## config.mk

```make
export PLATFORM = sky130hd
export DESIGN_NAME = mem_access_unit
export DESIGN_NICKNAME = d
export VERILOG_FILES = /design/src/rtl/mem_access_unit.sv
export SDC_FILE = /design/constraint.sdc
export NUM_CORES = 1
export LEC_CHECK = 0
export CELL_PAD_IN_SITES_DETAIL_PLACEMENT = 0
export CELL_PAD_IN_SITES_GLOBAL_PLACEMENT = 1
export CORE_ASPECT_RATIO = 2
export CORE_UTILIZATION = 47
export CTS_CLUSTER_SIZE = 30
export DETAILED_ROUTE_END_ITERATION = 7
export DONT_BUFFER_PORTS = 1
export GPL_TIMING_DRIVEN = 0
export PLACE_DENSITY = 0.91
export SLEW_MARGIN = 15
export SYNTH_ARGS = -nofsm -noshare
export SYNTH_HDL_FRONTEND = slang
export SYNTH_SLANG_ARGS = --single-unit
```

## constraint.sdc

```tcl
create_clock -name clk -period 2.35 [get_ports clk]
set_input_delay 0.47 -clock clk [delete_from_list [all_inputs] [get_ports clk]]
set_output_delay 0.47 -clock clk [all_outputs]
set_load 0.02 [all_outputs]
```

## src/rtl/mem_access_unit.sv

```systemverilog
// mem_access_unit: memory-access pipeline stage driving a req/ack data port and registering writeback fields
module mem_access_unit #(
  parameter int TIMEOUT_CYCLES = 16
) (
  input  logic        clk,
  input  logic        rst,
  input  logic        inValid,
  input  logic [31:0] inPc,
  input  logic [31:0] inAluResult,
  input  logic [31:0] inWData,
  input  logic [1:0]  inMemAccessWidth,
  input  logic        inIsLoad,
  input  logic        inIsStore,
  input  logic        inIsLoadUnsigned,
  input  logic        inRdEn,
  input  logic [4:0]  inRdAddr,
  output logic        stall,
  output logic        dReq,
  output logic        dWe,
  output logic [31:0] dAddr,
  output logic [3:0]  dBe,
  output logic [31:0] dWData,
  input  logic        dAck,
  input  logic [31:0] dRData,
  output logic        wbValid,
  output logic [31:0] wbPc,
  output logic [31:0] wbData,
  output logic        wbRdEn,
  output logic [4:0]  wbRdAddr,
  output logic        misaligned,
  output logic        busErr
);
  typedef enum logic {IDLE, ACCESS} state_t;
  state_t state, stateNext;
  logic [7:0] timer;
  logic isMem, misalign, accept, done, timeout;
  logic [3:0] be;
  logic [7:0] ldByte;
  logic [15:0] ldHalf;
  logic [31:0] storeData, loadData;
  always_comb begin
    isMem = inIsLoad | inIsStore;
    misalign = inMemAccessWidth == 2'd0 ? 1'b0 : inMemAccessWidth == 2'd1 ? inAluResult[0] : |inAluResult[1:0];
    accept = state == IDLE && inValid && isMem && !misalign;
    done = state == ACCESS && dAck;
    timeout = state == ACCESS && !dAck && timer == 8'(TIMEOUT_CYCLES - 1);
    stateNext = accept ? ACCESS : (done || timeout) ? IDLE : state;
    stall = rst && (accept || (state == ACCESS && !dAck && !timeout));
  end
  // Narrow stores are replicated across lanes; dBe picks the live ones.
  always_comb begin
    be = inMemAccessWidth == 2'd0 ? 4'b0001 << inAluResult[1:0] :
         inMemAccessWidth == 2'd1 ? (inAluResult[1] ? 4'b1100 : 4'b0011) : 4'b1111;
    storeData = inMemAccessWidth == 2'd0 ? {4{inWData[7:0]}} :
                inMemAccessWidth == 2'd1 ? {2{inWData[15:0]}} : inWData;
    ldByte = dRData[{inAluResult[1:0], 3'b000} +: 8];
    ldHalf = inAluResult[1] ? dRData[31:16] : dRData[15:0];
    loadData = inMemAccessWidth == 2'd0 ? {{24{~inIsLoadUnsigned & ldByte[7]}}, ldByte} :
               inMemAccessWidth == 2'd1 ? {{16{~inIsLoadUnsigned & ldHalf[15]}}, ldHalf} : dRData;
  end
  always_ff @(negedge clk or negedge rst)
    if (!rst) state <= IDLE;
    else state <= stateNext;
  always_ff @(negedge clk or negedge rst) begin
    if (!rst) begin
      timer <= '0;
      dReq <= 1'b0;
      dWe <= 1'b0;
      dAddr <= '0;
      dBe <= '0;
      dWData <= '0;
      wbValid <= 1'b0;
      wbPc <= '0;
      wbData <= '0;
      wbRdEn <= 1'b0;
      wbRdAddr <= '0;
      misaligned <= 1'b0;
      busErr <= 1'b0;
    end else begin
      wbValid <= 1'b0;
      misaligned <= 1'b0;
      busErr <= 1'b0;
      if (state == IDLE) begin
        if (accept) begin
          timer <= '0;
          dReq <= 1'b1;
          dWe <= inIsStore;
          dAddr <= {inAluResult[31:2], 2'b00};
          dBe <= be;
          dWData <= storeData;
        end else if (inValid) begin
          wbValid <= 1'b1;
          wbPc <= inPc;
          wbData <= inAluResult;
          wbRdAddr <= inRdAddr;
          wbRdEn <= inRdEn && !(isMem && misalign);
          misaligned <= isMem && misalign;
        end
      end else if (done || timeout) begin
        dReq <= 1'b0;
        wbValid <= 1'b1;
        wbPc <= inPc;
        wbRdAddr <= inRdAddr;
        wbRdEn <= done && inRdEn;
        busErr <= timeout;
        wbData <= (done && !inIsStore) ? loadData : inAluResult;
      end else timer <= timer + 8'd1;
    end
  end
endmodule
```

==> reports/summary.txt <==
failing checks: negative setup slack
Worst slew margin: 52.95%
synth cell count leaders: 162 x nand2_1, 150 x dfrtn_1, 45 x clkbuf_1
pin count of the biggest net entering global routing: 152
Final WS setup: -0.8655 ns
area of the die: 16,260 µm²
via count: 6,251
Adder-Cell Fraction of Synth Area: 0.1693%
largest family of logic cells by synthesized area: compound AO/OA/AOI/OAI gates
share of async-settable or async-resettable flops after synthesis: 100.0%
CP cell instances: ha_2, and3_4, a21o_4, nand2_2, and2_4
# diodes: 0
Yosys top cell area share: 50.78%
Yosys reg bits: 150
outcome: finished with violations
CTS root buf: clkbuf_16
clock share of power: 29.9%
internal power: 5.749 mW
critical path launch point type: flop
clk slew on worst S/H paths: 0.05 ns
layout cell share with drive strength beyond 1: 30.70%
Crit path largest cell delay: 0.35 ns
Synth Instances: 730
mux cell area share after synthesis: 10.73%
Slew @ Worst Pin: 0.7058 ns
post-synth cell types: 58
synth warn: 0
Synth Area in Simple Gates: 16.23%
DP HPWL: 18,130 µm
kind of critical path: flop to primary output
clk sinks: 150
initial DRC count: 285
CP max-delay cell: dfrtn_1
global-route wire length before repair: 37,740 µm
WP data required: 1.88 ns
main flop type after synthesis: dfrtn_1
max-cap viol count: 0
LEAKAGE: 4.318 nW
Crit path max-delay family: simple AND/OR/NAND/NOR gates
Pre-antenna DRT Iters: 5
FF+latch area: 3754 µm²
H-tree depth: 4
Seq pwr share: 50.6%
fin nets: 942
Net Sw Frac: 36.33%
synthesis-to-layout area growth: 31.70%
EDFF count, synth: 0
Slew Limit Fails: 0
worst-skew pair later-pin latency: 0.40 ns
CTS tree: built
fillcell total: 1,175
CP Capture Type: primary output
IO Pins: 287
Final Wtd Congestion: 0.8461
Area contributors post-synth: dfrtn_1 51%, nand2_1 8.2%, mux2_1 3.0%, mux2_2 2.9%, o22ai_1 2.6%
vias in the first global route: 6,766
Hold WC Path Type: flop to flop
Max VDD drop: 0.0005953 V
core footprint: 15,290 µm²
Post-Synth XOR/XNOR Area: 0.5924%
final WL: 25,900 µm
number of routed nets with antenna violations: 0
WP buf/inv: 0
Placed Cells: 929
Synth Area in Compound Gates: 17.33%
synthesized area: 7392 µm²
IO Port Bufs: 0
Initial Util: 48.33%
top-count cell post-synth: nand2_1
initial antenna violation count: 0
logic gate share of total power: 19.6%
endpoints failing hold: 0
Fin Clk Skew: 0.007594 ns
NetSw: 3.281 mW
Die Wd: 90.68 µm
Yosys top cell by area: dfrtn_1
multi-input gate area in the final layout: 3934 µm²
total grt overflow: 0
clock tree buffer depth: 2
drt drc: 0
CP Max Fanout: 3
number of cell rows: 64
gr usage total: 31.12%
pre-CTS WS: -1.276 ns
syn_area_per_cell: 10.13 µm²
Wirelength per Cell: 25.67 µm
Post-Layout Cell Count: 1,009
Power Density: 927.5 nW/µm²
CP Data Arrival Time: 2.75 ns
RSZ-0062 raised after global routing: yes
hold path cells: 2
via/cell ratio: 6.195
die height: 179.4 µm
Num CTS Buffers: 17
CP Depth: 5
reg2reg path depth: 9
Setup-failing EPs final: 288
sequential cell area fraction in the yosys report: 50.78%
## cell type report
class,instances,share of cell area (%)
multi-input cells,516,40.41
flip-flops and latches,150,38.56
repair buffers,53,6.619
plain buffers,55,5.745
clock buffers,18,4.511
well taps,198,2.545
clock inverters,14,1.427
inverters,5,0.1928
## power groups by stage
stage	Sequential, mW	Combinational (mW)	Clock [mW]
6_report	4.57	1.77	2.70
5_1_grt	4.62	1.91	2.83
3_3_place_gp	4.54	1.11	0
2_1_floorplan	4.37	0.953	0
3_5_place_dp	4.56	1.18	0
4_1_cts	4.53	1.60	2.73
## registers in the layout, indices dropped and copies added, names as in the netlist
signal      count
busErr          1
dAddr          30
dBe             4
dReq            1
dWData         32
dWe             1
misaligned      1
state           1
timer           8
wbData         32
wbPc           32
wbRdAddr        5
wbRdEn          1
wbValid         1
## path summary, 6_finish.rpt
kind / from / to / slack (ns)
max in group asynchronous: rst / wbData[4]$_DFFE_NN0P_ / 1.24
max: timer[1]$_DFFE_NN0P_ / stall / -0.87
min in group asynchronous: rst / dAddr[31]$_DFFE_NN0P_ / 0.83
min: dWData[24]$_DFFE_NN0P_ / dWData[24]$_DFFE_NN0P_ / 0.56
min reg2reg: dWData[24]$_DFFE_NN0P_ / dWData[24]$_DFFE_NN0P_ / 0.56
max reg2reg: timer[4]$_DFFE_NN0P_ / wbData[6]$_DFFE_NN0P_ / 0.02
## timing repair
item,CTS,global route
gates resized for setup,142,86
setup endpoints to repair,286,288
hold buffers,0,0
setup buffers,36,14
pin swaps,29,27
cloned,7,2
## metal layers
layer,vias to the layer above,global-route usage (%),part of all wire (%)
met5,-,0,0
met1,3077,29.05,31
li1,2713,-,-
met4,0,22.92,7.1
met3,98,10.00,8.6
met2,363,56.31,53
## cells by family after synthesis
group / count (synthesis)
compound gates: 174
xor+xnor: 5
fa+ha+maj: 1
buf+inv: 65
flops: 150
mux: 64
other cells: 1
simple gates: 270
## through the flow
step	setup TNS, ns	hold slack (ns)	total power, mW	cell area [µm²]	util [%]
after global placement	-143.18	0.4588	5.649	7802	51.01
after floorplan	-92.68	0.4348	5.328	7555	-
final	-70.45	0.5582	9.029	9736	63.65
after detailed placement	-147.69	0.5005	5.741	7802	51.01
after CTS	-86.06	0.5621	8.861	9369	61.26
after global routing	-78.33	0.5700	9.359	9736	63.65
## cells in the final DEF, fill, tap and decap left out, types with 8 or more instances in the layout
master,count
nand2_1,160
dfrtn_1,150
mux2_4,29
o22ai_1,26
buf_6,25
a21oi_1,25
nor2_1,24
clkbuf_16,22
buf_4,19
mux2i_1,17
buf_8,16
o2bb2ai_2,14
o21ai_1,13
clkbuf_2,12
a31oi_1,12
nand2b_1,11
mux2_2,11
nor2b_1,10
o21a_4,10
o2bb2ai_1,10
o21ai_0,10
clkbuf_1,9
buf_12,8
nor2_4,8
clkbuf_8,8
and2_1,8
nor3_1,8
nand3b_1,8
## worst min-delay path: stages, from the launching register on
cell     delay (ns)
dfrtn_1        0.51
nand2_1        0.07
o21ai_0        0.06
Power figures use the tool's default switching activity.
==> edit 1: new RTL, config.mk and constraints unchanged <==
The parameter `TIMEOUT_CYCLES` goes from 16 to 8.
--- a/src/rtl/mem_access_unit.sv
+++ b/src/rtl/mem_access_unit.sv
@@ -2,3 +2,3 @@
 module mem_access_unit #(
-  parameter int TIMEOUT_CYCLES = 16
+  parameter int TIMEOUT_CYCLES = 8
 ) (
Function: same outputs for any inputs over 4 cycles, from zero or initial values and one cycle with rst low; that may be too few to reach the edited logic, so the function may still have changed.
==> edit 1 against the original RTL <==
- the run still ends with negative setup slack left
- design area is 7.0% higher
- total power rose by 6.1%
- core utilization increased by 8.6 points
- sequential cell count unchanged
- worst setup slack lost 110 ps
- cell count is 0.79% higher
- wire length up 5.6%
- synthesized area shrank 5.1%
- highest routed layer unchanged
==> edit 1: results (changes against the original RTL) <==
* Status: finished, violations left (unchanged)
* Failing checks: negative setup slack (unchanged)
* Least-Margin Pin Slew at 830 ps (was 706 ps)
* Max Fanout on Critical Path at 2 (was 3)
* Seq/Total Area, Yosys at 0.535 (was 0.508)
* Share of total power in sequential cells at 0.486 (was 0.506)
* NetSw at 0.00336 W (was 0.00328 W)
* R2R setup slack at -670 ps (was 20 ps)
* DR vias at 6324 (was 6251)
* Synth cell count leaders: nand2_1 (201), dfrtn_1 (150), o21ai_0 (39) (was nand2_1 (162), dfrtn_1 (150), clkbuf_1 (45))
* Post-DP HPWL at 17500 um (was 18100 um)
* Clk_skew at 6.44 ps (was 7.59 ps)
* Initial DRC Count at 386 (was 285)
* Routed met2 length at 14600 um (was 13700 um)
* Met2 usage at 0.625 (was 0.563)
* Part of the power in combinational logic at 0.211 (was 0.196)
* Post-CTS Repair Setup Buffers at 67 (was 36)
* Setup WS pre-CTS at -900 ps (was -1280 ps)
* Fillers at 999 (was 1175)
* First-pass GRT wire length at 38700 um (was 37700 um)
* Vias in the first global route at 6874 (was 6766)
* Slowest stage delay, CP at 440 ps (was 350 ps)
* Final setup vio count at 290 (was 288)
* # H-tree levels at 4 (unchanged)
* Bufs on Longest Clock Path at 2 (unchanged)
* Nets at 957 (was 942)
* Met3 WL at 2370 um (was 2230 um)
* Top cells by area, synth: dfrtn_1 (54%), nand2_1 (11%), mux2_1 (5.0%) (was dfrtn_1 (51%), nand2_1 (8.2%), mux2_1 (3.0%))
* Placer's final routability congestion estimate at 0.927 (was 0.846)
* Peak supply drop at 0.613 mV (was 0.595 mV)
* GR Util met3 at 0.0983 (was 0.100)
* 1st-pass router iterations at 6 (was 5)
* Share of cells above drive strength 1 at 0.436 (was 0.307)
* GRT Overall Usage at 0.346 (was 0.311)
* Leakage Power at 4.78 nW (was 4.32 nW)
* Routed len/inst at 26.9 um (was 25.7 um)
* M1 WL at 8350 um (was 8160 um)
* Routing usage on met1 at 0.313 (was 0.291)
* CTS resizes at 268 (was 142)
* Final setup margin at -980 ps (was -865 ps)
-- edit 1: cell types whose count changed after synthesis, sizes merged, moves of 10 or more --
cell and change:
o21a -15, clkbuf -21, nand2 +39, buf +11
o21ai +24, a31oi -10, o22ai -30
-- edit 1: final cells by class --
cell class	instances	share of cell area
multi-input combinational	494	0.379
sequential	150	0.360
timing repair buffer	90	0.113
buffer	47	0.0598
clock buffer	24	0.0453
tap	192	0.0231
clock inverter	7	0.0138
inverter	13	0.00673
-- edit 1: final timing paths --
| check | start | depth (start not counted) | end |
|---|---|---|---|
| min reg2reg | timer[7] | 2 | timer[7] |
| min | timer[7] | 2 | timer[7] |
| max reg2reg | timer[0] | 22 | busErr |
| max | timer[0] | 6 | stall |
| min in group asynchronous | rst | 0 | wbPc[18] |
| max in group asynchronous | rst | 0 | timer[1] |
-- edit 1: per-stage QoR --
| step | instances | total power (W) | hold WS, ps | instance area, um^2 | setup TNS, ps |
|---|---|---|---|---|---|
| 2_1_floorplan | 707 | 0.00530 | 424 | 7190 | -70410 |
| 3_3_place_gp | 899 | 0.00562 | 447 | 7430 | -100270 |
| 3_5_place_dp | 899 | 0.00572 | 463 | 7430 | -105090 |
| 4_1_cts | 1011 | 0.00933 | 497 | 9880 | -80420 |
| 5_1_grt | 1017 | 0.00992 | 536 | 10400 | -95690 |
| 6_report | 1017 | 0.00958 | 513 | 10400 | -88600 |
-- edit 1: cell families (layout without fill, tap and decap cells) --
kind of cell	after synthesis	count (layout)	synth area share
flip-flops	150	150	0.535
adder cells (fa/ha/maj)	1	1	0.00178
AO/OA/AOI/OAI	154	154	0.149
XOR/XNOR	7	7	0.00874
buffers and inverters	63	181	0.0435
AND/OR/NAND/NOR	265	265	0.154
multiplexers	65	65	0.108
other	1	2	0.000535
==> edit 2: new RTL, same settings <==
Made on the original files. Reset style: synchronous (`rst`), changed in 2 clocked blocks.
--- a/src/rtl/mem_access_unit.sv
+++ b/src/rtl/mem_access_unit.sv
@@ -60,6 +60,6 @@
   end
-  always_ff @(negedge clk or negedge rst)
+  always_ff @(negedge clk)
     if (!rst) state <= IDLE;
     else state <= stateNext;
-  always_ff @(negedge clk or negedge rst) begin
+  always_ff @(negedge clk) begin
     if (!rst) begin
Formal check against the unedited RTL: differs if rst is asserted again (counterexample within 4 cycles, from zero or initial values and one cycle with rst low); with rst held inactive, the same outputs for 4 cycles.
==> edit 2 against the original RTL <==
- the flow still finishes with violations (negative setup slack)
- wire length rose by 17%
- synthesized area fell by 6.7%
- worst setup slack got worse by 150 ps
- total power fell by 9.8%
- sequential power fell by 33%
- clock skew rose by 28 ps
- sequential cell count did not move
- combinational power fell by 28%
- design area rose by 15%
- critical path type unchanged
==> edit 2: results (changes against the original RTL) <==
* Status: finished, violations left (unchanged)
* Failing checks: negative setup slack (unchanged)
* Worst flop-to-flop path endpoint: wbPc[19] (was wbData[6])
* R2R setup slack at -250 ps (was 20 ps)
* Reg2reg path depth at 12 (was 9)
* Nets at 1206 (was 942)
* Least-Margin Pin Slew at 546 ps (was 706 ps)
* Synth cell count leaders: nand2_1 (201), dfxtp_1 (150), a21boi_0 (86) (was nand2_1 (162), dfrtn_1 (150), clkbuf_1 (45))
* Final setup vio count at 291 (was 288)
* Routed len/inst at 23.9 um (was 25.7 um)
* Final setup margin at -1020 ps (was -865 ps)
* Via-per-instance ratio at 6.04 (was 6.20)
* Post-DP HPWL at 19200 um (was 18100 um)
* Peak supply drop at 0.517 mV (was 0.595 mV)
* Post-synth ARST share at 0 (was 1.00)
* Max Fanout on Critical Path at 5 (was 3)
* Share of cells above drive strength 1 at 0.429 (was 0.307)
* Predominant post-synthesis flop cell: dfxtp_1 (was dfrtn_1)
* Top cells by area, synth: dfxtp_1 (44%), nand2_1 (11%), a21boi_0 (9.4%) (was dfrtn_1 (51%), nand2_1 (8.2%), mux2_1 (3.0%))
* Crit path DAT at 2900 ps (was 2750 ps)
* Clock Latency Late Sink at 470 ps (was 400 ps)
* GRT Overall Usage at 0.344 (was 0.311)
* First-pass GRT wire length at 38700 um (was 37700 um)
* Hold Crit Start: dAddr[9] (was dWData[24])
* Pin count of the biggest net entering global routing at 17 (was 152)
* Synth unique cells at 51 (was 58)
* Clk_skew at 35.2 ps (was 7.59 ps)
-- edit 2: cell types whose count changed after synthesis, sizes merged, moves of 20 or more --
cell,change
o211a,+20
dfrtn,-150
mux2,-39
a21boi,+79
dfxtp,+150
nand2,+40
o2bb2ai,-25
o22ai,-30
nand3,+37
-- edit 2: metrics by stage --
stage,hold WS [ps],cells,util
after floorplan,476,827,-
after global routing,517,1263,0.777
final,499,1263,0.777
after CTS,498,1214,0.637
after detailed placement,496,1019,0.534
after global placement,483,1019,0.534
-- edit 2: timing repair --
item                                    4_1_cts  5_1_grt
resized for setup                            92      470
endpoints found under the setup margin      290      290
pin swaps                                    15       76
buffers inserted                             17       37
cloned                                        1       19
-- edit 2: worst max path at each step --
stage / startpoint / endpoint / slack (ps) / cells past startpoint
finish: timer[3] / stall / -1020 / 4
global route: timer[3] / stall / -1080 / 4
CTS: timer[1] / stall / -980 / 5
detailed placement: inAluResult[0] / wbData[16] / -1100 / 8
global placement: inAluResult[0] / wbData[19] / -1040 / 8
floorplan: timer[1] / stall / -740 / 5
-- edit 2: layer usage --
| metal | vias up | GRT usage | share of wire |
|---|---|---|---|
| met4 | 0 | 0.270 | 0.080 |
| met1 | 3627 | 0.267 | 0.29 |
| li1 | 3361 | - | - |
| met3 | 161 | 0.155 | 0.091 |
| met5 | - | 0 | 0 |
| met2 | 485 | 0.625 | 0.54 |
-- edit 2: cells by family (layout without fill, tap and decap cells) --
group                      count (synthesis)  in the layout  share of synthesized area
and+or+nand+nor                          316            316                      0.196
AOI/OAI and AO/OA                        241            242                      0.259
DFF                                      150            150                      0.436
buffers and inverters                     78            321                     0.0490
muxes                                     32             32                     0.0485
xor gates and xnor gates                   7              7                    0.00889
adders and majority gates                  1              1                    0.00181
other                                      1              2                   0.000544
-- edit 2: layout make-up --
class	count	area (um^2)	area share
plain buffers	70	743	0.0666
clock buffers	17	425	0.0381
clock inverters	161	693	0.0621
inverters	5	18.8	0.00168
multi-input cells	600	4530	0.406
flip-flops and latches	150	3540	0.317
well taps	192	240	0.0215
repair buffers	68	967	0.0867
-- edit 2: critical path, stage by stage (launching register included) --
cell	delay, ps
dfxtp_1	440
nand4b_1	210
o41ai_4	320
nand2_2	110
and2_4	190
-- edit 2: power breakdown --
part,leakage (nW),internal [W],switching [W]
logic,2.58,0.000631,0.000651
registers,1.33,0.00270,0.000350
clock network,1.08,0.00197,0.00185
total,4.99,0.00530,0.00285
